===== config.mk =====
export PLATFORM = sky130hd
export DESIGN_NAME = fpu_op_sequencer
export DESIGN_NICKNAME = d
export VERILOG_FILES = /design/src/rtl/fpu_op_sequencer.sv
export SDC_FILE = /design/constraint.sdc
export NUM_CORES = 1
export LEC_CHECK = 0
export CAP_MARGIN = 20
export CORE_AREA = 5 5 166 168
export DETAILED_ROUTE_END_ITERATION = 7
export DIE_AREA = 0 0 171 173
export GPL_ROUTABILITY_DRIVEN = 0
export PLACE_DENSITY = 0.7
export SLEW_MARGIN = 20
export SYNTH_ARGS = -nofsm -noshare
export SYNTH_HDL_FRONTEND = slang
export SYNTH_SLANG_ARGS = --single-unit

===== constraint.sdc =====
create_clock -name clk -period 2.6 [get_ports clk]
set_input_delay 0.65 -clock clk [delete_from_list [all_inputs] [get_ports clk]]
set_output_delay 0.65 -clock clk [all_outputs]
set_load 0.03 [all_outputs]

===== src/rtl/fpu_op_sequencer.sv =====
`default_nettype none
// ==========================================================================
// fpu_op_sequencer: round-robin MUL/SUB/FMS sequencer over shared FP units
// Rev 1.0
// ==========================================================================
module fpu_op_sequencer #(
  parameter int unsigned MUL_LAT = 2,
  parameter int unsigned SUB_LAT = 2
) (
  input  logic        clk,
  input  logic        rst_n,
  input  logic        req0_valid,
  output logic        req0_ready,
  input  logic [1:0]  req0_op,
  input  logic [31:0] req0_a,
  input  logic [31:0] req0_b,
  input  logic [31:0] req0_c,
  input  logic        req1_valid,
  output logic        req1_ready,
  input  logic [1:0]  req1_op,
  input  logic [31:0] req1_a,
  input  logic [31:0] req1_b,
  input  logic [31:0] req1_c,
  output logic        rsp0_valid,
  input  logic        rsp0_ready,
  output logic        rsp1_valid,
  input  logic        rsp1_ready,
  output logic [31:0] rsp_data,
  output logic [31:0] mul_a,
  output logic [31:0] mul_b,
  input  logic [31:0] mul_o,
  output logic [31:0] sub_a,
  output logic [31:0] sub_b,
  input  logic [31:0] sub_o,
  output logic        busy
);

  localparam logic [1:0]  OP_MUL    = 2'b00;
  localparam logic [1:0]  OP_SUB    = 2'b01;
  localparam logic [1:0]  OP_FMS    = 2'b10;
  localparam logic [31:0] CANON_NAN = 32'h7FC0_0000;
  localparam logic [3:0]  MUL_CNT   = 4'(MUL_LAT - 1);
  localparam logic [3:0]  SUB_CNT   = 4'(SUB_LAT - 1);

  typedef enum logic [1:0] {
    ST_IDLE    = 2'd0,
    ST_MUL_RUN = 2'd1,
    ST_SUB_RUN = 2'd2,
    ST_RESP    = 2'd3
  } state_e;

  state_e      state_q;
  logic        last_grant_q;
  logic        owner_q;
  logic [1:0]  op_q;
  logic [31:0] c_q;
  logic [3:0]  cnt_q;
  logic [31:0] mul_a_q, mul_b_q, sub_a_q, sub_b_q;
  logic [31:0] rsp_data_q;
  logic        rsp0_valid_q, rsp1_valid_q;

  logic        w_idle, w_grant0, w_grant1, w_accept, w_own_ready;
  logic [1:0]  w_op;
  logic [31:0] w_a, w_b, w_c;

  // On contention the requester that was not served last wins.
  assign w_idle   = (state_q == ST_IDLE);
  assign w_grant0 = req0_valid && (!req1_valid || last_grant_q);
  assign w_grant1 = req1_valid && (!req0_valid || !last_grant_q);
  assign w_accept = w_idle && (w_grant0 || w_grant1);

  assign w_op = w_grant1 ? req1_op : req0_op;
  assign w_a  = w_grant1 ? req1_a  : req0_a;
  assign w_b  = w_grant1 ? req1_b  : req0_b;
  assign w_c  = w_grant1 ? req1_c  : req0_c;

  assign w_own_ready = owner_q ? rsp1_ready : rsp0_ready;

  // Ready is qualified by rst_n so every output reads 0 while reset is held.
  assign req0_ready = rst_n && w_idle && w_grant0;
  assign req1_ready = rst_n && w_idle && w_grant1;

  assign rsp0_valid = rsp0_valid_q;
  assign rsp1_valid = rsp1_valid_q;
  assign rsp_data   = rsp_data_q;
  assign mul_a      = mul_a_q;
  assign mul_b      = mul_b_q;
  assign sub_a      = sub_a_q;
  assign sub_b      = sub_b_q;
  assign busy       = !w_idle;

  always_ff @(posedge clk or negedge rst_n) begin
    if (!rst_n) begin
      state_q      <= ST_IDLE;
      last_grant_q <= 1'b1;
      owner_q      <= 1'b0;
      op_q         <= 2'b00;
      c_q          <= 32'd0;
      cnt_q        <= 4'd0;
      mul_a_q      <= 32'd0;
      mul_b_q      <= 32'd0;
      sub_a_q      <= 32'd0;
      sub_b_q      <= 32'd0;
      rsp_data_q   <= 32'd0;
      rsp0_valid_q <= 1'b0;
      rsp1_valid_q <= 1'b0;
    end else begin
      case (state_q)
        ST_IDLE: begin
          if (w_accept) begin
            owner_q      <= w_grant1;
            last_grant_q <= w_grant1;
            op_q         <= w_op;
            c_q          <= w_c;
            if (w_op == OP_MUL || w_op == OP_FMS) begin
              mul_a_q <= w_a;
              mul_b_q <= w_b;
              cnt_q   <= MUL_CNT;
              state_q <= ST_MUL_RUN;
            end else if (w_op == OP_SUB) begin
              sub_a_q <= w_a;
              sub_b_q <= w_b;
              cnt_q   <= SUB_CNT;
              state_q <= ST_SUB_RUN;
            end else begin
              rsp_data_q   <= CANON_NAN;
              rsp0_valid_q <= !w_grant1;
              rsp1_valid_q <= w_grant1;
              state_q      <= ST_RESP;
            end
          end
        end
        ST_MUL_RUN: begin
          if (cnt_q == 4'd0) begin
            rsp_data_q <= mul_o;
            if (op_q == OP_FMS) begin
              sub_a_q <= mul_o;
              sub_b_q <= c_q;
              cnt_q   <= SUB_CNT;
              state_q <= ST_SUB_RUN;
            end else begin
              rsp0_valid_q <= !owner_q;
              rsp1_valid_q <= owner_q;
              state_q      <= ST_RESP;
            end
          end else begin
            cnt_q <= cnt_q - 4'd1;
          end
        end
        ST_SUB_RUN: begin
          if (cnt_q == 4'd0) begin
            rsp_data_q   <= sub_o;
            rsp0_valid_q <= !owner_q;
            rsp1_valid_q <= owner_q;
            state_q      <= ST_RESP;
          end else begin
            cnt_q <= cnt_q - 4'd1;
          end
        end
        ST_RESP: begin
          if (w_own_ready) begin
            rsp0_valid_q <= 1'b0;
            rsp1_valid_q <= 1'b0;
            state_q      <= ST_IDLE;
          end
        end
        default: state_q <= ST_IDLE;
      endcase
    end
  end

endmodule
`default_nettype wire


==> flow_summary.toml <==
[synthesis]
ys_seq_area_frac = 0.532
async_flop_share = 1.00
synth_cell_types = 40
yosysWarningCount = 0
ys_seq_elements = 204
synth-edff-count = 0
syn_area_um2 = 9600
ys.flop_type = "dfrtp_1"
syn_avg_cell_area_um2 = 9.34
syn_inst = 1027
syn_nets = 1299

[critical_path]
critPathMostFrequentCell = "buf_4"
crit_required_ps = 1950
path_delay_family = "buffers and inverters"
reg2reg_setup_slack_ps = 130
path_max_fanout = 3
crit_chain = "clkdlybuf4s50_1 -> a21boi_4 -> buf_4 -> and3_2 -> buf_4"
end_kind = "output port"
cpPeakStageDelay_ps = 490
setup.worst_path.class = "in -> out"
cp-start-kind = "primary input"
cp.buffers_inverters = 3
arrival_ps = 1840
slowest_stage = "clkdlybuf4s50_1"

[detailed_routing]
wl_per_cell_um = 18.9
route.vias.total = 9005
drtIter0Drc = 571
drc = 0
dr.pass1.iters = 4
ant_nets = 0
totalWireLength_um = 34100
vias_per_cell = 4.99

[power_and_ir_drop]
ir_worst_vdd_v = 0.000854
p_leak_nw = 6.76
switching_share = 0.433
p_per_area_nw_per_um2 = 1260
p_sw_mw = 8.40
internal-power_mw = 11.0
clkPwrFrac = 0.184
p_seq_frac = 0.279
comb_power_share = 0.537

[sta]
slew_headroom = 0.385
whs_ps = 475
finalCritPeriodShare = 0.957
rsz0062_at_grt = "false"
post-route-min-period_ps = 2490
finClkSkew_ps = 21.0
slew_violations = 0
worst_pin_slew_ps = 922
fin_ws_ps = 112
setup_viol = 0
hold_viol = 0
fmax_ghz = 0.402

[die]
std_cell_rows = 59
die-area_um2 = 29600
core_um2 = 25800
die_h_um = 173
initial_core_util = 0.372
ios = 431
die_w_um = 171

[place]
io_buffer_count = 430
preCtsSetupSlack_ps = -33.0
dp_hpwl_um = 25900
dp.cells = 1760

[final_layout]
final_cells = 1806
final_nets = 1725
area_delta_synth_final_pct = 60.2
drive_gt1_frac = 0.0721

[flow_run]
drv_cap = 0

[global_route]
track_usage = 0.219
overflow = 0
grt_pass1_vias = 9081
grt_pass1_wl_um = 51600
grt_antenna_before_repair = 1
grt_max_degree = 79

[min_path]
hold_path.class = "reg -> reg"

[clock_tree]
clock_sinks = 204
cts-root-buf = "clkbuf_16"
htreeDepth = 1
cts_tree = "done"
numCtsBuffers = 24
clk_path_buf_depth = 3
clk-insertion-delay-late_ps = 510
clk_pin_slew_ps = 60

[status]
status = "finished, final reports clean"
==> power groups by stage <==
stage	sequential, mW	combinational (mW)	clock (mW)
floorplan	7.46	4.07	0
global placement	5.41	10.4	0
detailed placement	5.46	10.5	0
CTS	5.42	10.5	3.65
global route	5.59	11.3	3.78
finish	5.41	10.4	3.58
==> Yosys cell counts (2+ instances only) <==
master,number,area (um^2)
mux2_2,5,56.3
buf_6,4,45.0
buf_1,3,11.3
nand2_1,217,815
clkbuf_2,3,15.0
o31ai_1,2,15.0
inv_1,10,37.5
o21ai_1,21,105
nand3_1,3,15.0
a21oi_1,76,380
a22oi_1,9,67.6
a21o_1,9,67.6
nand2b_1,3,18.8
a31oi_1,2,12.5
ha_1,6,75.1
nor2_1,67,251
or3_1,2,12.5
nand4_1,2,12.5
clkbuf_1,52,195
mux2i_1,101,1010
dfrtp_1,203,5080
o211ai_1,2,15.0
a22o_1,24,210
nor2b_1,2,12.5
o21ai_0,168,841
buf_2,17,85.1
==> cell type report <==
type                            count  area, um^2
Inverter                           10        37.5
Timing Repair Buffer              479        4800
Multi-Input combinational cell    734        4150
Clock inverter                      9         123
Sequential cell                   204        5110
Antenna cell                        1        2.50
Clock buffer                       34         729
Fill cell                        2254       10400
Tap cell                          335         419
==> path summary, 6_finish.rpt <==
kind	from	end	cells past startpoint
worst max-delay path	req1_valid	req1_ready	5
worst min-delay path	sub_b[25]	sub_b[25]	2
worst max register to register	cnt_q[0]	sub_a[8]	8
worst min register to register	sub_b[25]	sub_b[25]	2
max in group asynchronous	rst_n	mul_a[4]	3
min in group asynchronous	rst_n	mul_a[25]	2
==> state kept, by name (all words and copies together), names as in the netlist <==
name and flops:
c_q 32, cnt_q 4, last_grant_q 1, mul_a 32
mul_b 32, op_q 2, owner_q 1, rsp0_valid 1
rsp1_valid 1, rsp_data 32, state_q 2, sub_a 32
sub_b 32
==> placed cells by master (no fill, tap or decap), types with 8 or more instances in the layout <==
| master | n |
|---|---|
| dfrtp_1 | 203 |
| o21ai_0 | 168 |
| inv_1 | 10 |
| nor2_1 | 67 |
| a21oi_1 | 76 |
| o21ai_1 | 20 |
| buf_4 | 38 |
| a21o_1 | 9 |
| clkbuf_16 | 25 |
| clkbuf_8 | 8 |
| buf_12 | 10 |
| mux2i_1 | 101 |
| clkdlybuf4s50_1 | 426 |
| a22oi_1 | 9 |
| a22o_1 | 24 |
| nand2_1 | 217 |
==> stage by stage <==
step	util	area (um^2)	power, mW	TNS [ps]
2_1_floorplan	-	9600	11.5	0
3_3_place_gp	0.563	14500	15.8	-137
3_5_place_dp	0.563	14500	15.9	-439
4_1_cts	0.596	15400	19.6	0
5_1_grt	0.597	15400	20.7	0
6_report	0.597	15400	19.4	0
==> metal layers <==
metal | global-route usage | vias to the layer above | share of wire
li1 | - | 4394 | -
met1 | 0.264 | 4241 | 0.39
met2 | 0.391 | 314 | 0.50
met3 | 0.0466 | 56 | 0.081
met4 | 0.0611 | 0 | 0.028
met5 | 0 | - | 0
==> worst reg2reg max path, stage by stage (launching register included) <==
cell,delay [ps]
dfrtp_1,410
inv_1,90
ha_1,180
or3b_4,420
or3_1,370
a221o_4,440
buf_12,190
nand2_1,150
o21ai_0,90
==> cells by family after synthesis <==
family | synth area share
AOI/OAI and AO/OA | 0.185
adders and majority gates | 0.00782
and+or+nand+nor | 0.123
muxes | 0.111
DFF | 0.532
buffers and inverters | 0.0405
==> repair_timing <==
item / CTS / global route
setup buffers: 1 / 0
setup endpoints to repair: 2 / 1
endpoints found under the hold margin: 10 / 0
resized for setup: 1 / 1
hold buffers: 1 / 0
No activity file was read; power rests on OpenSTA's default activity.
==> RTL change 1 (same settings) <==
Re-encode `state_e` (4 states) as one-hot, 4 bits wide.
--- a/src/rtl/fpu_op_sequencer.sv
+++ b/src/rtl/fpu_op_sequencer.sv
@@ -42,11 +42,11 @@
   localparam logic [3:0]  MUL_CNT   = 4'(MUL_LAT - 1);
   localparam logic [3:0]  SUB_CNT   = 4'(SUB_LAT - 1);
 
-  typedef enum logic [1:0] {
-    ST_IDLE    = 2'd0,
-    ST_MUL_RUN = 2'd1,
-    ST_SUB_RUN = 2'd2,
-    ST_RESP    = 2'd3
+  typedef enum logic [3:0] {
+    ST_IDLE    = 4'b0001,
+    ST_MUL_RUN = 4'b0010,
+    ST_SUB_RUN = 4'b0100,
+    ST_RESP    = 4'b1000
   } state_e;
 
   state_e      state_q;
Check against the original RTL: same outputs for any inputs over 4 cycles, from zero or initial values and one cycle with rst_n low; so few cycles prove little.
==> RTL change 1 against the unedited design <==
  * Routed wire length is 0.65% higher
  * Critical path type is now reg2out
  * First-iteration DRC count is 17% lower
  * Area after synthesis is 2.5% higher
  * Clock power is 8.4% lower
  * Largest cell class unchanged
  * Hold slack worse by 0.34 ns
  * Total power is 1.1% higher
  * Sequential cell count is 2 higher
  * Setup slack worse by 0.014 ns
  * Count of clock-buffer cells in the layout is 3 lower
  * Design area is 1.6% higher
  * Sequential power is 4.3% higher
  * Largest power group unchanged
==> RTL change 1: results (changes against the unedited design) <==
multiplexer share of the synthesized area - 0.105 (-0.00614)
Startpoint Class - register
R2R depth - 9 (+1)
GRT met2 Usage - 0.393 (+0.00263)
Post-Synth Adder-Cell Area - 0.00127 (-0.00655)
clk_skew - 0.0159 ns (-0.00505 ns)
crit-path max FO - 9 (+6)
pin slew with the least headroom to its limit - 0.832 ns (-0.0906 ns)
Synth-to-Final Area Change - 58.8%
Critical path origin - state_q[2]
# clk buffers - 31 (-8.8%)
Routed WL per cell - 19.0 um (+0.71%)
drt total wl - 34300 um (+0.65%)
WL met2 - 17300 um (+0.42%)
placed cell area - 0.0148 mm^2 (+2.1%)
outcome - finished clean
placed instance count - 1757 (-0.17%)
Peak supply drop - 0.755 mV (-12%)
compound-cell area share of the yosys netlist - 0.195 (+0.0104)
sequential cell count - 206 (+0.98%)
Post-Synthesis Net Count - 1282 (-1.3%)
P_leak - 0.00671 uW (-0.72%)
n_diodes - 0 (-1)
first-pass GRT wire length - 52100 um (+0.96%)
Metal-1 WL - 13500 um (+2.5%)
routed wl met3 - 2890 um (+4.2%)
GRT Total Usage - 0.221 (+0.00215)
synth unique cells - 47 (+18%)
xor/xnor share of the synthesized area - 0.00178 (+0.00178)
clk cell area share - 0.0497 (-0.00576)
==> RTL change 1: timing repair <==
action                                  CTS  global route
pin swaps                                 0             0
endpoints found under the setup margin    3             3
resized for setup                         5             0
buffers inserted                          1             3
==> RTL change 1: power breakdown <==
| part | leakage [uW] | internal, uW | switching [uW] |
|---|---|---|---|
| registers | 0.00249 | 4780 | 856 |
| clock network | 0.000393 | 1920 | 1360 |
| logic | 0.00383 | 4360 | 6360 |
| total | 0.00671 | 11100 | 8580 |
==> RTL change 1: cell families (layout without fill, tap and decap cells) <==
family | Yosys count | after routing
adders and majority gates | 1 | 1
AOI/OAI and AO/OA | 315 | 315
muxes | 103 | 103
and+or+nand+nor | 301 | 301
xor gates and xnor gates | 2 | 2
buffers and inverters | 87 | 542
DFF | 206 | 206
==> RTL change 1: worst max-delay path, cell delays in order, from the launching register on <==
cell	delay, ns
dfrtp_1	0.49
nor4b_4	0.34
inv_1	0.18
clkdlybuf4s15_2	0.32
==> RTL change 2 (same flow settings) <==
Without the edit above. Reset style: synchronous (`rst_n`), changed in one clocked block.
--- a/src/rtl/fpu_op_sequencer.sv
+++ b/src/rtl/fpu_op_sequencer.sv
@@ -89,7 +89,7 @@
   assign sub_b      = sub_b_q;
   assign busy       = !w_idle;
 
-  always_ff @(posedge clk or negedge rst_n) begin
+  always_ff @(posedge clk) begin
     if (!rst_n) begin
       state_q      <= ST_IDLE;
       last_grant_q <= 1'b1;
Behaviour: differs if rst_n is asserted again (counterexample within 4 cycles, from zero or initial values and one cycle with rst_n low); with rst_n held inactive, the same outputs for 4 cycles.
==> RTL change 2 against the unedited design <==
  * Routed wire length increased by 5.0%
  * Design area rose by 2.1%
  * Hold slack got worse by 0.020 ns
  * Area after synthesis grew 3.3%
  * Register-to-register slack about the same
  * First-iteration DRC count up 30%
  * Die area did not move
  * Sequential cell count is the same
  * Core utilization up 1.3 points
  * Total power shrank 13%
  * Setup slack worse by 0.017 ns
  * Clock power shrank 8.7%
  * Non-clock buffer count increased by 25
  * Cell count rose by 5.9%
  * Largest cell class is now multi-input gates
  * Largest power group unchanged
  * Highest routed layer is now met5
==> RTL change 2: results (changes against the unedited design) <==
global routing usage on met1 - 0.258 (-0.00639)
antenna violations before repair - 7 (+6)
Async SR Flop Fraction - 0 (-1.00)
drt total wl - 35800 um (+5.0%)
Final HPWL DP - 26700 um (+3.0%)
total number of vias - 10200 (+13%)
P_leak - 0.00665 uW (-1.7%)
largest net degree at the start of global routing - 145 (+84%)
clk_skew - 0.0139 ns (-0.00713 ns)
pin slew with the least headroom to its limit - 1.00 ns (+0.0797 ns)
WL met2 - 17500 um (+1.8%)
sequential fraction of the synthesis area - 0.412 (-0.120)
Comb. pwr - 8870 uW (-15%)
synth cell count leaders - dfxtp_1 (204), nand2_1 (176), a21oi_1 (133), mux2i_1 (99), clkbuf_1 (93)
highest routed layer - met5
synth unique cells - 43 (+7.5%)
layout cell share with drive strength beyond 1 - 0.121 (+0.0488)
sink of the worst hold path - rsp_data[31]
Hold Path Origin - rsp_data[31]
Setup Fix Bufs, Post-CTS - 0 (-1)
placed cell area - 0.0149 mm^2 (+2.8%)
top flip-flop cell by instance count after synthesis - dfxtp_1
vias in the first global route - 9798 (+7.9%)
met3 Usage GRT - 0.0680 (+0.0215)
start of the worst register-to-register path - cnt_q[0]
GRT Total Usage - 0.222 (+0.00392)
first-pass GRT wire length - 53500 um (+3.6%)
Post-Synthesis Net Count - 1422 (+9.5%)
PostCTS Resize Cnt - 2 (+1)
fill count - 2288 (+1.5%)
Hold Slack - 0.455 ns (-0.0205 ns)
RR Endpoint - sub_a[12]
sequential power - 4700 uW (-13%)
crit-path max FO - 4 (+1)
nets - 1830 (+6.1%)
Peak supply drop - 0.617 mV (-28%)
outcome - finished clean
top cells by area, synth - dfxtp_1 (41%), mux2i_1 (10%), o211a_1 (8.0%), a21oi_1 (6.7%), nand2_1 (6.7%)
Metal-1 WL - 13700 um (+4.2%)
GRT met2 Usage - 0.390 (-0.000985)
Switching Share - 0.411 (-0.0217)
==> RTL change 2: changes by cell type in the layout (fill, tap and decap cells not counted), sizes merged, moves of 22 or more <==
cell / delta
nand2: -41
o211a: +79
a211oi: +22
nand3: +24
dfrtp: -203
a21oi: +57
o21ai: -96
buf: +27
dfxtp: +204
nor2: -24
a31o: +64
==> RTL change 2: cells by family (layout without fill, tap and decap cells) <==
| group | Yosys count | after routing | synth area share |
|---|---|---|---|
| compound gates | 446 | 446 | 0.316 |
| fa+ha+maj | 6 | 6 | 0.00757 |
| buf+inv | 132 | 554 | 0.0548 |
| flops | 204 | 204 | 0.412 |
| mux | 102 | 102 | 0.104 |
| other cells | 0 | 5 | 0 |
| simple gates | 260 | 260 | 0.106 |
==> RTL change 2: stage by stage <==
stage / utilization / instances / setup slack, ns / total power [uW]
floorplan: - / 1150 / -0.00514 / 9930
global placement: 0.579 / 1866 / -0.172 / 13500
detailed placement: 0.579 / 1866 / -0.228 / 13600
CTS: 0.608 / 1906 / 0.000399 / 17000
global route: 0.609 / 1912 / 0.00571 / 17800
finish: 0.609 / 1912 / 0.0951 / 16800
==> RTL change 2: worst max-delay path, cell delays in order <==
cell,delay [ns]
clkdlybuf4s50_1,0.48
a21boi_4,0.19
buf_4,0.18
nand2_1,0.11
nor2_4,0.08
buf_4,0.17
==> RTL change 2: layout make-up <==
class	instances	area (um^2)	share of cell area
Antenna cell	5	12.5	0.000797
Clock buffer	32	672	0.0428
Clock inverter	8	92.6	0.00590
Inverter	10	40.0	0.00255
Multi-Input combinational cell	814	5350	0.341
Sequential cell	204	4080	0.260
Tap cell	335	419	0.0267
Timing Repair Buffer	504	5030	0.320
